--- config.mk ---
export PLATFORM = sky130hd
export DESIGN_NAME = al4s3b_fpga_wb_interconnect
export DESIGN_NICKNAME = d
export VERILOG_FILES = /design/src/rtl/al4s3b_wb_pkg.sv /design/src/rtl/al4s3b_wb_addr_decoder.sv /design/src/rtl/al4s3b_fpga_wb_interconnect.sv
export SDC_FILE = /design/constraint.sdc
export NUM_CORES = 1
export LEC_CHECK = 0
export CAP_MARGIN = 25
export CORE_MARGIN = 3
export CORE_UTILIZATION = 44
export DETAILED_ROUTE_END_ITERATION = 7
export HOLD_SLACK_MARGIN = 0.02
export PLACE_DENSITY = 0.85
export REMOVE_ABC_BUFFERS = 1
export SYNTH_ARGS = -nofsm -noshare
export SYNTH_HDL_FRONTEND = slang
export SYNTH_SLANG_ARGS = --single-unit
--- constraint.sdc ---
create_clock -name WBs_CLK_i -period 6.26 [get_ports WBs_CLK_i]
set_input_delay 1.252 -clock WBs_CLK_i [delete_from_list [all_inputs] [get_ports WBs_CLK_i]]
set_output_delay 1.252 -clock WBs_CLK_i [all_outputs]
set_load 0.01 [all_outputs]
--- src/rtl/al4s3b_wb_pkg.sv ---
// Shared types and default constants for the AL4S3B FPGA Wishbone interconnect.
package al4s3b_wb_pkg;

  localparam int unsigned WB_DATA_WIDTH = 32;

  localparam logic [WB_DATA_WIDTH-1:0] DEF_READ_VALUE = 32'hBAD_FAB_AC;

  localparam int unsigned DEF_APERWIDTH  = 17;
  localparam int unsigned DEF_APERSIZE   = 10;
  localparam int unsigned DEF_NUM_SLAVES = 4;

  localparam logic [DEF_NUM_SLAVES*DEF_APERWIDTH-1:0] DEF_BASE_ADDRESSES =
    {17'h07000, 17'h06000, 17'h05000, 17'h04000};

  typedef enum logic [1:0] {
    IDLE = 2'd0,
    BUSY = 2'd1,
    MISS = 2'd2,
    DONE = 2'd3
  } wb_state_t;

  // Width of a slave index; never narrower than one bit.
  function automatic int unsigned idx_width(input int unsigned n);
    return (n <= 1) ? 1 : $clog2(n);
  endfunction

endpackage

--- src/rtl/al4s3b_wb_addr_decoder.sv ---
// Combinational priority decoder: matches the aperture tag against each slave
// base address; the lowest matching slot index wins.
module al4s3b_wb_addr_decoder
  import al4s3b_wb_pkg::*;
#(
  parameter int unsigned                        APERWIDTH      = DEF_APERWIDTH,
  parameter int unsigned                        APERSIZE       = DEF_APERSIZE,
  parameter int unsigned                        NUM_SLAVES     = DEF_NUM_SLAVES,
  parameter logic [NUM_SLAVES*APERWIDTH-1:0]    BASE_ADDRESSES = DEF_BASE_ADDRESSES,
  parameter int unsigned                        IDX_W          = idx_width(NUM_SLAVES)
) (
  input  logic [APERWIDTH-APERSIZE-1:0] tag,
  output logic                          hit,
  output logic [IDX_W-1:0]              idx
);

  localparam int unsigned TAG_W = APERWIDTH - APERSIZE;

  // Scan from the highest slot down so the lowest matching slot is the last writer.
  always_comb begin
    hit = 1'b0;
    idx = '0;
    for (int unsigned i = NUM_SLAVES; i > 0; i--) begin
      if (tag == BASE_ADDRESSES[(i-1)*APERWIDTH + APERSIZE +: TAG_W]) begin
        hit = 1'b1;
        idx = IDX_W'(i - 1);
      end
    end
  end

endmodule

--- src/rtl/al4s3b_fpga_wb_interconnect.sv ---
// Wishbone slave-side interconnect: address decode to per-slave CYC, ACK and
// read-data routing, plus a per-transfer watchdog that terminates unclaimed or
// unanswered accesses with a default value and logs them for firmware.
module al4s3b_fpga_wb_interconnect
  import al4s3b_wb_pkg::*;
#(
  parameter int unsigned                     APERWIDTH          = DEF_APERWIDTH,
  parameter int unsigned                     APERSIZE           = DEF_APERSIZE,
  parameter int unsigned                     NUM_SLAVES         = DEF_NUM_SLAVES,
  parameter logic [NUM_SLAVES*APERWIDTH-1:0] BASE_ADDRESSES     = DEF_BASE_ADDRESSES,
  parameter logic [31:0]                     DEFAULT_READ_VALUE = DEF_READ_VALUE,
  parameter int unsigned                     TIMEOUT_WIDTH      = 4,
  parameter int unsigned                     TIMEOUT_CYCLES     = 15,
  parameter int unsigned                     ERR_CNT_WIDTH      = 8
) (
  input  logic                       WBs_CLK_i,
  input  logic                       WBs_RST_n_i,
  input  logic [APERWIDTH-1:0]       WBs_ADR_i,
  input  logic                       WBs_CYC_i,
  input  logic                       WBs_STB_i,
  input  logic                       WBs_WE_i,
  output logic [31:0]                WBs_DAT_o,
  output logic                       WBs_ACK_o,
  output logic [NUM_SLAVES-1:0]      S_CYC_o,
  input  logic [NUM_SLAVES-1:0]      S_ACK_i,
  input  logic [NUM_SLAVES*32-1:0]   S_DAT_i,
  input  logic                       CLR_ERR_i,
  output logic [ERR_CNT_WIDTH-1:0]   ERR_CNT_o,
  output logic [APERWIDTH-1:0]       ERR_ADR_o,
  output logic                       ERR_FLAG_o
);

  localparam int unsigned IDX_W = idx_width(NUM_SLAVES);
  localparam int unsigned TAG_W = APERWIDTH - APERSIZE;

  wb_state_t              state;
  logic [IDX_W-1:0]       sel_q;
  logic [APERWIDTH-1:0]   adr_q;
  logic                   we_q;
  logic [TIMEOUT_WIDTH-1:0] wd;

  logic                   dec_hit;
  logic [IDX_W-1:0]       dec_idx;
  logic                   sel_ack;
  logic [31:0]            sel_dat;
  logic                   wd_expired;
  logic                   log_err;

  al4s3b_wb_addr_decoder #(
    .APERWIDTH      (APERWIDTH),
    .APERSIZE       (APERSIZE),
    .NUM_SLAVES     (NUM_SLAVES),
    .BASE_ADDRESSES (BASE_ADDRESSES),
    .IDX_W          (IDX_W)
  ) u_decoder (
    .tag (WBs_ADR_i[APERWIDTH-1:APERSIZE]),
    .hit (dec_hit),
    .idx (dec_idx)
  );

  // Selected-slave routing, slave cycle select and error-event qualification.
  always_comb begin
    sel_ack    = S_ACK_i[sel_q];
    sel_dat    = S_DAT_i[{sel_q, 5'b0} +: 32];
    wd_expired = (wd == TIMEOUT_WIDTH'(TIMEOUT_CYCLES - 1));
    log_err    = WBs_CYC_i &&
                 ((state == MISS) || ((state == BUSY) && !sel_ack && wd_expired));
    S_CYC_o    = '0;
    if (state == BUSY) S_CYC_o[sel_q] = WBs_CYC_i;
  end

  // Transfer FSM with registered ACK and read data; DONE is a one-cycle bubble.
  always_ff @(posedge WBs_CLK_i or negedge WBs_RST_n_i) begin
    if (!WBs_RST_n_i) begin
      state     <= IDLE;
      sel_q     <= '0;
      adr_q     <= '0;
      we_q      <= 1'b0;
      wd        <= '0;
      WBs_ACK_o <= 1'b0;
      WBs_DAT_o <= '0;
    end else begin
      WBs_ACK_o <= 1'b0;
      case (state)
        IDLE: begin
          if (WBs_CYC_i && WBs_STB_i) begin
            sel_q <= dec_idx;
            adr_q <= WBs_ADR_i;
            we_q  <= WBs_WE_i;
            wd    <= '0;
            state <= dec_hit ? BUSY : MISS;
          end
        end
        BUSY: begin
          if (!WBs_CYC_i) begin
            state <= IDLE;
          end else if (sel_ack) begin
            // Write data goes straight to the slave; the read mux is only loaded on reads.
            WBs_ACK_o <= 1'b1;
            if (!we_q) WBs_DAT_o <= sel_dat;
            state <= DONE;
          end else if (wd_expired) begin
            WBs_ACK_o <= 1'b1;
            WBs_DAT_o <= DEFAULT_READ_VALUE;
            state     <= DONE;
          end else begin
            wd <= wd + TIMEOUT_WIDTH'(1);
          end
        end
        MISS: begin
          if (!WBs_CYC_i) begin
            state <= IDLE;
          end else begin
            WBs_ACK_o <= 1'b1;
            WBs_DAT_o <= DEFAULT_READ_VALUE;
            state     <= DONE;
          end
        end
        DONE:    state <= IDLE;
        default: state <= IDLE;
      endcase
    end
  end

  // Error log; a new error takes precedence over a coincident clear.
  always_ff @(posedge WBs_CLK_i or negedge WBs_RST_n_i) begin
    if (!WBs_RST_n_i) begin
      ERR_CNT_o  <= '0;
      ERR_ADR_o  <= '0;
      ERR_FLAG_o <= 1'b0;
    end else if (log_err) begin
      ERR_ADR_o  <= adr_q;
      ERR_FLAG_o <= 1'b1;
      if (CLR_ERR_i)            ERR_CNT_o <= ERR_CNT_WIDTH'(1);
      else if (ERR_CNT_o != '1) ERR_CNT_o <= ERR_CNT_o + ERR_CNT_WIDTH'(1);
    end else if (CLR_ERR_i) begin
      ERR_CNT_o  <= '0;
      ERR_ADR_o  <= '0;
      ERR_FLAG_o <= 1'b0;
    end
  end

endmodule

== Word level (Yosys, flattened, before mapping) ==
Cells that the tools add are included.

* Add/subtract/negate cells: 2
* $lt $le $gt $ge: 2
* Equal/unequal tests: 17
* Shift-type cells: 1
* Mux-type cells: 44
* Bitwise gates (word level): 1
* Reduce and logical (&&, ||, !) cells: 17

{| class="wikitable"
|+ Operator list
! kind !! number
|-
| two-way mux 32 bit || 5
|-
| variable part select 128 x 8 -> 32 bit || 1
|-
| one-hot mux 32 bit (2 select lines) || 1
|-
| two-way mux 17 bit || 2
|-
| two-way mux 8 bit || 4
|-
| equality test 7 x 5 -> 1 bit, second input constant || 4
|-
| two-way mux 2 bit || 10
|-
| two-way mux 4 bit || 5
|-
| two-way mux 1 bit || 12
|-
| inequality test 2 bit, second input constant || 5
|-
| AND reduction 5 bit || 2
|-
| adder 8 x 1 -> 8 bit, second input constant || 1
|-
| inequality test 8 bit, second input constant || 1
|-
| one-hot mux 2 bit (4 select lines) || 1
|-
| one-hot mux 4 bit (2 select lines) || 1
|-
| nonzero test 2 bit || 4
|-
| inequality test 3 bit, second input constant || 2
|-
| AND reduction 2 bit || 3
|-
| logical AND 1 bit || 5
|-
| adder 4 x 1 -> 4 bit, second input constant || 1
|-
| AND 4 bit || 1
|-
| equality test 2 bit, second input constant || 2
|-
| equality test 4 bit, second input constant || 1
|-
| inequality test 4 bit, second input constant || 1
|-
| other kinds (9) || 9
|}

* Bits in registers: 85
* Output and inout bits: 63

== Longest topological paths before layout ==
Gate-level depths: netlist of the first run.

* Word-level depth: 9
* Gate-level depth with buffers: 9
* Depth with buffers taken out: 6

== By module ==
A second synthesis of the first run with hierarchy kept.

* Cells, all modules: 403
* Area total of the unflattened synthesis: 4508.1 um2

{| class="wikitable"
|+ Modules (own cells, without submodules)
! module !! times used !! cells each !! area each (um2) !! sequential area each (um2)
|-
| al4s3b_fpga_wb_interconnect || 1 || 399 || 4475.5 || 2127.0
|-
| al4s3b_wb_addr_decoder || 1 || 4 || 32.5 || 0.0
|}

== Least setup slack after synthesis of the first run ==
No wires, ideal clock.

* Path kind: input to output
* Start: input WBs_CYC_i
* End: output S_CYC_o[2]
* Arrival time: 2.037 ns
* Path slack: 2.971 ns
* Stages on the path: 3
* Path through: clkbuf_1 -> nand2_1 -> nor3b_1

* Cells in the longest elaborated chain, start to end: 2

{| class="wikitable"
|+ RTL lines
! item !! line !! text
|-
| start, declared || al4s3b_fpga_wb_interconnect.sv:19 || <nowiki>input logic WBs_CYC_i,</nowiki>
|-
| AND 4 bit (no line) || n/a ||
|-
| two-way mux 4 bit || al4s3b_fpga_wb_interconnect.sv:69 || <nowiki>if (state == BUSY) S_CYC_o[sel_q] = WBs_CYC_i;</nowiki>
|-
| end, declared || al4s3b_fpga_wb_interconnect.sv:24 || <nowiki>output logic [NUM_SLAVES-1:0] S_CYC_o,</nowiki>
|}

Every way passes these cells.

== Worst setup path in the final report of the first run ==
* Start: input WBs_CYC_i
* End: output S_CYC_o[1]

Same word-level chain as after synthesis.

==> metrics.cfg, run 1 <==
[outcome]
outcome=finished clean

[cells_and_area]
drive_above_1_share_pct=10.27
syn2layout_area_growth_pct=56.99
layout_commonest_cell=clkdlybuf4s50_1
antenna_cells=0
final_cell_mix=clkdlybuf4s50_1, dfrtp_1, mux4_2, nand2_1, o21ai_1
final_nets=722

[drt]
ant_nets=0
wirelength_mm=12.79
dr.pass1.iters=4
drt-vias-per-instance=5.452
post-route-drc-count=0
drt_iter0_drc=126
num_vias=3784
wire_per_inst_um=18.43

[sta]
fmax_mhz=228.9
rsz0062_at_grt=false
worst_pin_slew_ps=1068
totalNegativeSetupSlack_ps=0
skew_ps=11.85
whs_ps=487.7
maxSlewViolCount=0
min_period_ps=4370
fin_crit_sh_pct=69.80
finalHoldViolations=0
setup_viol=0
slew_headroom_pct=28.59

[cts]
path_clk_slew_ps=80
numCtsBuffers=9
clock_latency_ps=350
clock-root-buffer=clkbuf_8
htree_levels=3
post_cts_resized=0
postCtsSetupRepairBufs=0
holdBufCountCts=0
cts_tree=yes
cts_max_path_buffers=2
cts_sinks=85

[logic_synthesis]
avgSynthCellArea_um2=12.42
synth-seq-area-share_pct=48.10
synth_edf_count=0
synth.largest_area_cell=dfrtp_1
synth_warnings=0
yosys.area.top_type_share_pct=48.10
synthCells=356
ys_seq_elements=85
yosys.cell_types.count=46
netlist_area_mm2=0.004422
async_flop_share_pct=100.0
synthTopCellsByArea=dfrtp_1, mux4_2, mux2_1, o22a_1, o21ai_1
ys.flop_type=dfrtp_1

[critical_path]
worst-path-stages=4
cp.arrival_ps=3120
rr_worst_depth=4
cp_max_fo=9
crit_top_cell=clkdlybuf4s50_1
cp-end-kind=primary output
path_delay_family=buffers and inverters
r2r_start=sel_q[0]$_DFFE_PN0P_
crit_slowest_cell=clkdlybuf4s50_1
rr_endpoint=ERR_CNT_o[5]$_DFFE_PN0P_
timing.setup.critical_path_class=input port to primary output
reg2reg_slack_ps=3570
critPathBufInv=2
cpPeakStageDelay_ps=680
worst_setup_path_start_kind=input port
path_cells=clkdlybuf4s50_1 > nand2_1 > nor3b_1 > clkdlybuf4s50_1
required_ps=5010

[power_and_ir_drop]
internal-power_uw=1301
p_leak_uw=0.002654
swShare_pct=31.22
p_per_area_mw_per_mm2=272.4
switchingPower_uw=590.2
combPwrFrac_pct=35.7
clkPwrFrac_pct=23.0
p_seq_share_pct=41.3
peakVddDrop_mv=0.1219

[die]
core_mm2=0.009503
fp.dieW_um=106.2
rows=35
pin_count=218
die_h_um=106.2
start_util_pct=46.53
die_area_mm2=0.01129

[placed_design]
gp_congestion=0.8415
io_buffers=217
dp_hpwl_mm=9.751

[worst_hold_path]
min_to=ERR_ADR_o[2]$_DFFE_PN0P_
hold_path.class=register to register
holdCritStartpoint=adr_q[2]$_DFFE_PN0P_
whs_path_depth=2

[grt]
grt_overflow_total=0
grt_pass1_vias=4013
track_usage_pct=22.90
antenna_found_initial=0
grt_max_degree=62
grt_pass1_wl_mm=20.29

[job]
max_cap_viol_count=0

layer usage:
layer,global-route usage [%],vias up,wire length [um]
li1,-,1764,-
met1,26.23,1870,4883
met5,0,-,0
met2,42.67,140,6877
met4,5.643,0,185
met3,5.586,10,845
synthesized netlist by cell type (2+ instances only):
library cell	n
o31ai_1	3
mux2i_1	3
nor3_1	4
a311oi_1	2
or4_1	2
clkbuf_1	20
nor2b_1	2
o22a_1	21
o21ai_1	26
nand4_1	5
nor3b_1	2
nand2_1	29
mux2_1	18
nor4_1	2
dfrtp_1	85
buf_1	3
a21oi_1	8
nand3_1	4
mux4_2	33
and4_1	2
nand2b_1	18
a22o_1	13
and3_1	3
a31oi_1	2
nor2_1	8
inv_1	7
buf_2	5
a211o_1	2
ha_1	7
worst max-delay path by stage:
stage               slack, ps                        to            startpoint
global placement         1960                S_CYC_o[2]             WBs_CYC_i
CTS                      1900                S_CYC_o[1]             WBs_CYC_i
floorplan                1230  ERR_CNT_o[2]$_DFFE_PN0P_  sel_q[0]$_DFFE_PN0P_
global route             1790                S_CYC_o[1]             WBs_CYC_i
finish                   1890                S_CYC_o[1]             WBs_CYC_i
detailed placement       1930                S_CYC_o[1]             WBs_CYC_i
stage by stage:
stage / instances / cell area [um^2] / total power [uW] / setup WS, ps / utilization, %
detailed placement: 677 / 6701 / 1468 / 1934 / 70.52
floorplan: 327 / 4299 / 1102 / 1232 / -
global placement: 676 / 6674 / 1433 / 1960 / 70.23
CTS: 693 / 6927 / 1902 / 1904 / 72.89
global route: 694 / 6942 / 2000 / 1789 / 73.05
finish: 694 / 6942 / 1891 / 1890 / 73.05
layout make-up:
type	instances	area (um^2)
repair buffers	222	2235
clock inverters	5	83.83
clock buffers	11	141.4
fillers	687	2561
multi-input cells	234	2162
inverters	8	30.03
well taps	129	161.4
flip-flops and latches	85	2128
power groups by stage:
stage	combinational, uW	sequential, uW	clock [uW]
floorplan	286	816	0
global placement	649	784	0
detailed placement	675	793	0
CTS	679	783	441
global route	735	801	465
finish	675	781	434
logic make-up (layout without fill, tap and decap cells):
logic type      Yosys count  after routing  synth area share [%]
compound gates           87             87                 14.09
simple gates             86             86                 10.30
flops                    85             85                 48.10
mux                      54             54                 22.07
buf+inv                  37            246                 3.452
fa+ha+maj                 7              7                 1.981
flip-flops by register name (all words and copies together), names as in the netlist:
register    flops
WBs_ACK_o       1
ERR_CNT_o       8
ERR_ADR_o      17
we_q            1
wd              4
ERR_FLAG_o      1
sel_q           2
WBs_DAT_o      32
state           2
adr_q          17
tightest hold or removal path: cells and delay by family, from the launching register on:
| family | cells | cell delay, ps |
|---|---|---|
| flip-flops | 1 | 340 |
| AND/OR/NAND/NOR | 1 | 50 |
| AO/OA/AOI/OAI | 1 | 60 |
No activity file was read; power rests on OpenSTA's default activity.
==> inputs of run 2 (changes only) <==
--- a/config.mk
+++ b/config.mk
@@ -7,10 +7,10 @@
 export LEC_CHECK = 0
 export CAP_MARGIN = 25
 export CORE_MARGIN = 3
-export CORE_UTILIZATION = 44
+export CORE_UTILIZATION = 37
 export DETAILED_ROUTE_END_ITERATION = 7
 export HOLD_SLACK_MARGIN = 0.02
-export PLACE_DENSITY = 0.85
+export PLACE_DENSITY = 0.76
 export REMOVE_ABC_BUFFERS = 1
 export SYNTH_ARGS = -nofsm -noshare
 export SYNTH_HDL_FRONTEND = slang
==> constraint.sdc (replaced) <==
create_clock -name WBs_CLK_i -period 3.7 [get_ports WBs_CLK_i]
set_input_delay 0.74 -clock WBs_CLK_i [delete_from_list [all_inputs] [get_ports WBs_CLK_i]]
set_output_delay 0.74 -clock WBs_CLK_i [all_outputs]
set_load 0.01 [all_outputs]
==> run 2 against run 1 <==
First-iteration DRC count increased by 100%. Power increased by 81%. Highest routed layer unchanged. Design area increased by 1.7%. Routed wire length decreased by 0.63%.
==> metrics.cfg, run 2 (same netlist as run 1, synthesis figures left out) <==
[power_and_ir_drop]
peakVddDrop_mv=0.2198  ; was 0.1219 mV
clkPwrFrac_pct=28.1  ; was 23.0%
power.total_uw=3429  ; was 1891 uW
p_per_area_mw_per_mm2=485.6  ; was 272.4 mW/mm^2
swShare_pct=30.09  ; was 31.22%
switchingPower_uw=1032  ; was 590.2 uW
p_leak_uw=0.002713  ; was 0.002654 uW
p_seq_share_pct=38.7  ; was 41.3%
internal-power_uw=2397  ; was 1301 uW
combPwrFrac_pct=33.1  ; was 35.7%

[grt]
antenna_found_initial=0  ; unchanged
track_usage_pct=19.25  ; was 22.90%
grt_overflow_total=0  ; unchanged
grt_pass1_vias=4114  ; was 4,013
grt_max_degree=37  ; was 62
grt_pass1_wl_mm=19.95  ; was 20.29 mm

[drt]
dr.pass1.iters=4  ; unchanged
drt_iter0_drc=257  ; was 126
drt-vias-per-instance=5.361  ; was 5.452
post-route-drc-count=0  ; unchanged
wire_per_inst_um=17.85  ; was 18.43 um
ant_nets=0  ; unchanged
num_vias=3817  ; was 3,784
wirelength_mm=12.71  ; was 12.79 mm

[die]
die_area_mm2=0.01330  ; was 0.01129 mm^2
fp.dieW_um=115.3  ; was 106.2 um
core_mm2=0.01156  ; was 0.009503 mm^2
die_h_um=115.3  ; was 106.2 um
rows=39  ; was 35
start_util_pct=38.23  ; was 46.53%
pin_count=218  ; unchanged

[cells_and_area]
drive_above_1_share_pct=11.07  ; was 10.27%
syn2layout_area_growth_pct=59.68  ; was 56.99%
antenna_cells=0  ; unchanged
final_area_mm2=0.007061  ; was 0.006942 mm^2
reg_top3=WBs_DAT_o x32, ERR_ADR_o x17, adr_q x17  ; unchanged
final_cell_mix=clkdlybuf4s50_1, dfrtp_1, mux4_2, nand2_1, o21ai_1  ; unchanged
multi_input_area_mm2=0.002162  ; unchanged
layout_commonest_cell=clkdlybuf4s50_1  ; unchanged
top_register=WBs_DAT_o  ; unchanged
final_nets=726  ; was 722
ff_latch_area_mm2=0.002128  ; unchanged
num-fill-cells=926  ; was 687
instances_no_fill=712  ; was 694
largest_reg_flops=32  ; unchanged

[cts]
path_clk_slew_ps=60  ; was 80 ps
htree_levels=3  ; unchanged
post_cts_resized=0  ; unchanged
cts_sinks=85  ; unchanged
numCtsBuffers=9  ; unchanged
cts_max_path_buffers=2  ; unchanged
holdBufCountCts=0  ; unchanged
clock-root-buffer=clkbuf_16  ; was clkbuf_8
clock_latency_ps=330  ; was 350 ps
cts_tree=yes  ; unchanged
postCtsSetupRepairBufs=0  ; unchanged

[placed_design]
numPlacedInstances=696  ; was 677
place_area_mm2=0.006736  ; was 0.006701 mm^2
gp_congestion=0.7777  ; was 0.8415
io_buffers=217  ; unchanged
dp_hpwl_mm=9.996  ; was 9.751 mm

[sta]
setup_viol=0  ; unchanged
finalHoldViolations=0  ; unchanged
slew_headroom_pct=44.45  ; was 28.59%
whs_ps=289.9  ; was 487.7 ps
fmax_mhz=310.0
rsz0062_at_grt=false  ; unchanged
min_period_ps=3226
worst_pin_slew_ps=833.2  ; was 1068 ps
maxSlewViolCount=0  ; unchanged
totalNegativeSetupSlack_ps=0  ; unchanged
skew_ps=7.228  ; was 11.85 ps
fin_crit_sh_pct=87.19

[critical_path]
rr_endpoint=WBs_DAT_o[28]$_DFFE_PN0P_  ; was ERR_CNT_o[5]$_DFFE_PN0P_
worst_setup_path_start_kind=input port  ; unchanged
timing.setup.critical_path_class=input port to primary output  ; unchanged
r2r_start=state[1]$_DFFE_PN0P_  ; was sel_q[0]$_DFFE_PN0P_
cp_max_fo=9  ; unchanged
cp-end-kind=primary output  ; unchanged
reg2reg_slack_ps=1110  ; was 3570 ps
crit_start=WBs_CYC_i  ; unchanged
required_ps=2960  ; was 5010 ps
cp.arrival_ps=2490  ; was 3120 ps
rr_worst_depth=5  ; was 4
endpoint=S_CYC_o[2]  ; was S_CYC_o[1]

[worst_hold_path]
hold_path.class=input port to asynchronous set/reset pin  ; was register to register

[outcome]
outcome=finished clean  ; unchanged

[job]
max_cap_viol_count=0  ; unchanged

==> run 2: changes by cell type in the layout (fill, tap and decap cells not counted), sizes merged <==
| cell | change |
|---|---|
| buf | +4 |
| clkbuf | -2 |
| inv | +1 |
| clkinv | +2 |
| clkinvlp | -1 |
==> run 2: power groups by stage <==
stage | Sequential [uW] | Combinational (uW) | Clock [uW]
finish | 1330 | 1130 | 965
global route | 1370 | 1240 | 1030
CTS | 1330 | 1150 | 985
detailed placement | 1340 | 1150 | 0
global placement | 1330 | 1120 | 0
floorplan | 1380 | 485 | 0
==> run 2: how the worst min path moves through the flow <==
stage	slack [ps]	cells after the start	to	startpoint
3_3_place_gp	460	2	ERR_ADR_o[4]$_DFFE_PN0P_	adr_q[4]$_DFFE_PN0P_
3_5_place_dp	470	2	ERR_ADR_o[11]$_DFFE_PN0P_	adr_q[11]$_DFFE_PN0P_
5_1_grt	300	1	ERR_ADR_o[4]$_DFFE_PN0P_	WBs_RST_n_i
2_1_floorplan	440	0	ERR_ADR_o[0]$_DFFE_PN0P_	WBs_RST_n_i
4_1_cts	290	1	ERR_ADR_o[4]$_DFFE_PN0P_	WBs_RST_n_i
6_report	290	1	adr_q[5]$_DFFE_PN0P_	WBs_RST_n_i
==> run 2: metrics by stage <==
step / setup WS, ps / util [%]
3_3_place_gp: 492.5 / 58.25
3_5_place_dp: 480.6 / 58.25
5_1_grt: 395.7 / 61.05
4_1_cts: 476.4 / 61.05
6_report: 473.9 / 61.05
2_1_floorplan: -1328 / -
==> run 2: cell type report <==
type                            count  share of cell area (%)
Timing Repair Buffer              226                   31.69
Multi-Input combinational cell    234                   30.62
Sequential cell                    85                   30.14
Clock buffer                        9                   3.190
Tap cell                          143                   2.534
Clock inverter                      7                   1.400
Inverter                            8                  0.4253
==> run 2: routing by layer <==
layer | vias up | GRT usage [%] | share of wire, % | wire length, um
met3 | 21 | 4.421 | 6.9 | 878
met2 | 149 | 34.68 | 53 | 6795
met1 | 1873 | 21.93 | 37 | 4756
li1 | 1774 | - | - | -
met4 | 0 | 7.903 | 2.2 | 280
met5 | - | 0 | 0 | 0
==> run 2: critical path, stage by stage <==
cell,delay (ps)
clkdlybuf4s50_1,630
nand2_1,290
nor3b_1,260
clkdlybuf4s50_1,560
==> inputs of run 3 (changes only) <==
--- a/config.mk
+++ b/config.mk
@@ -9,7 +9,6 @@
 export CORE_MARGIN = 3
 export CORE_UTILIZATION = 37
 export DETAILED_ROUTE_END_ITERATION = 7
-export HOLD_SLACK_MARGIN = 0.02
 export PLACE_DENSITY = 0.76
 export REMOVE_ABC_BUFFERS = 1
 export SYNTH_ARGS = -nofsm -noshare
==> results of run 3 <==
No change in the layout: final DEF, timing and power equal those of run 2.
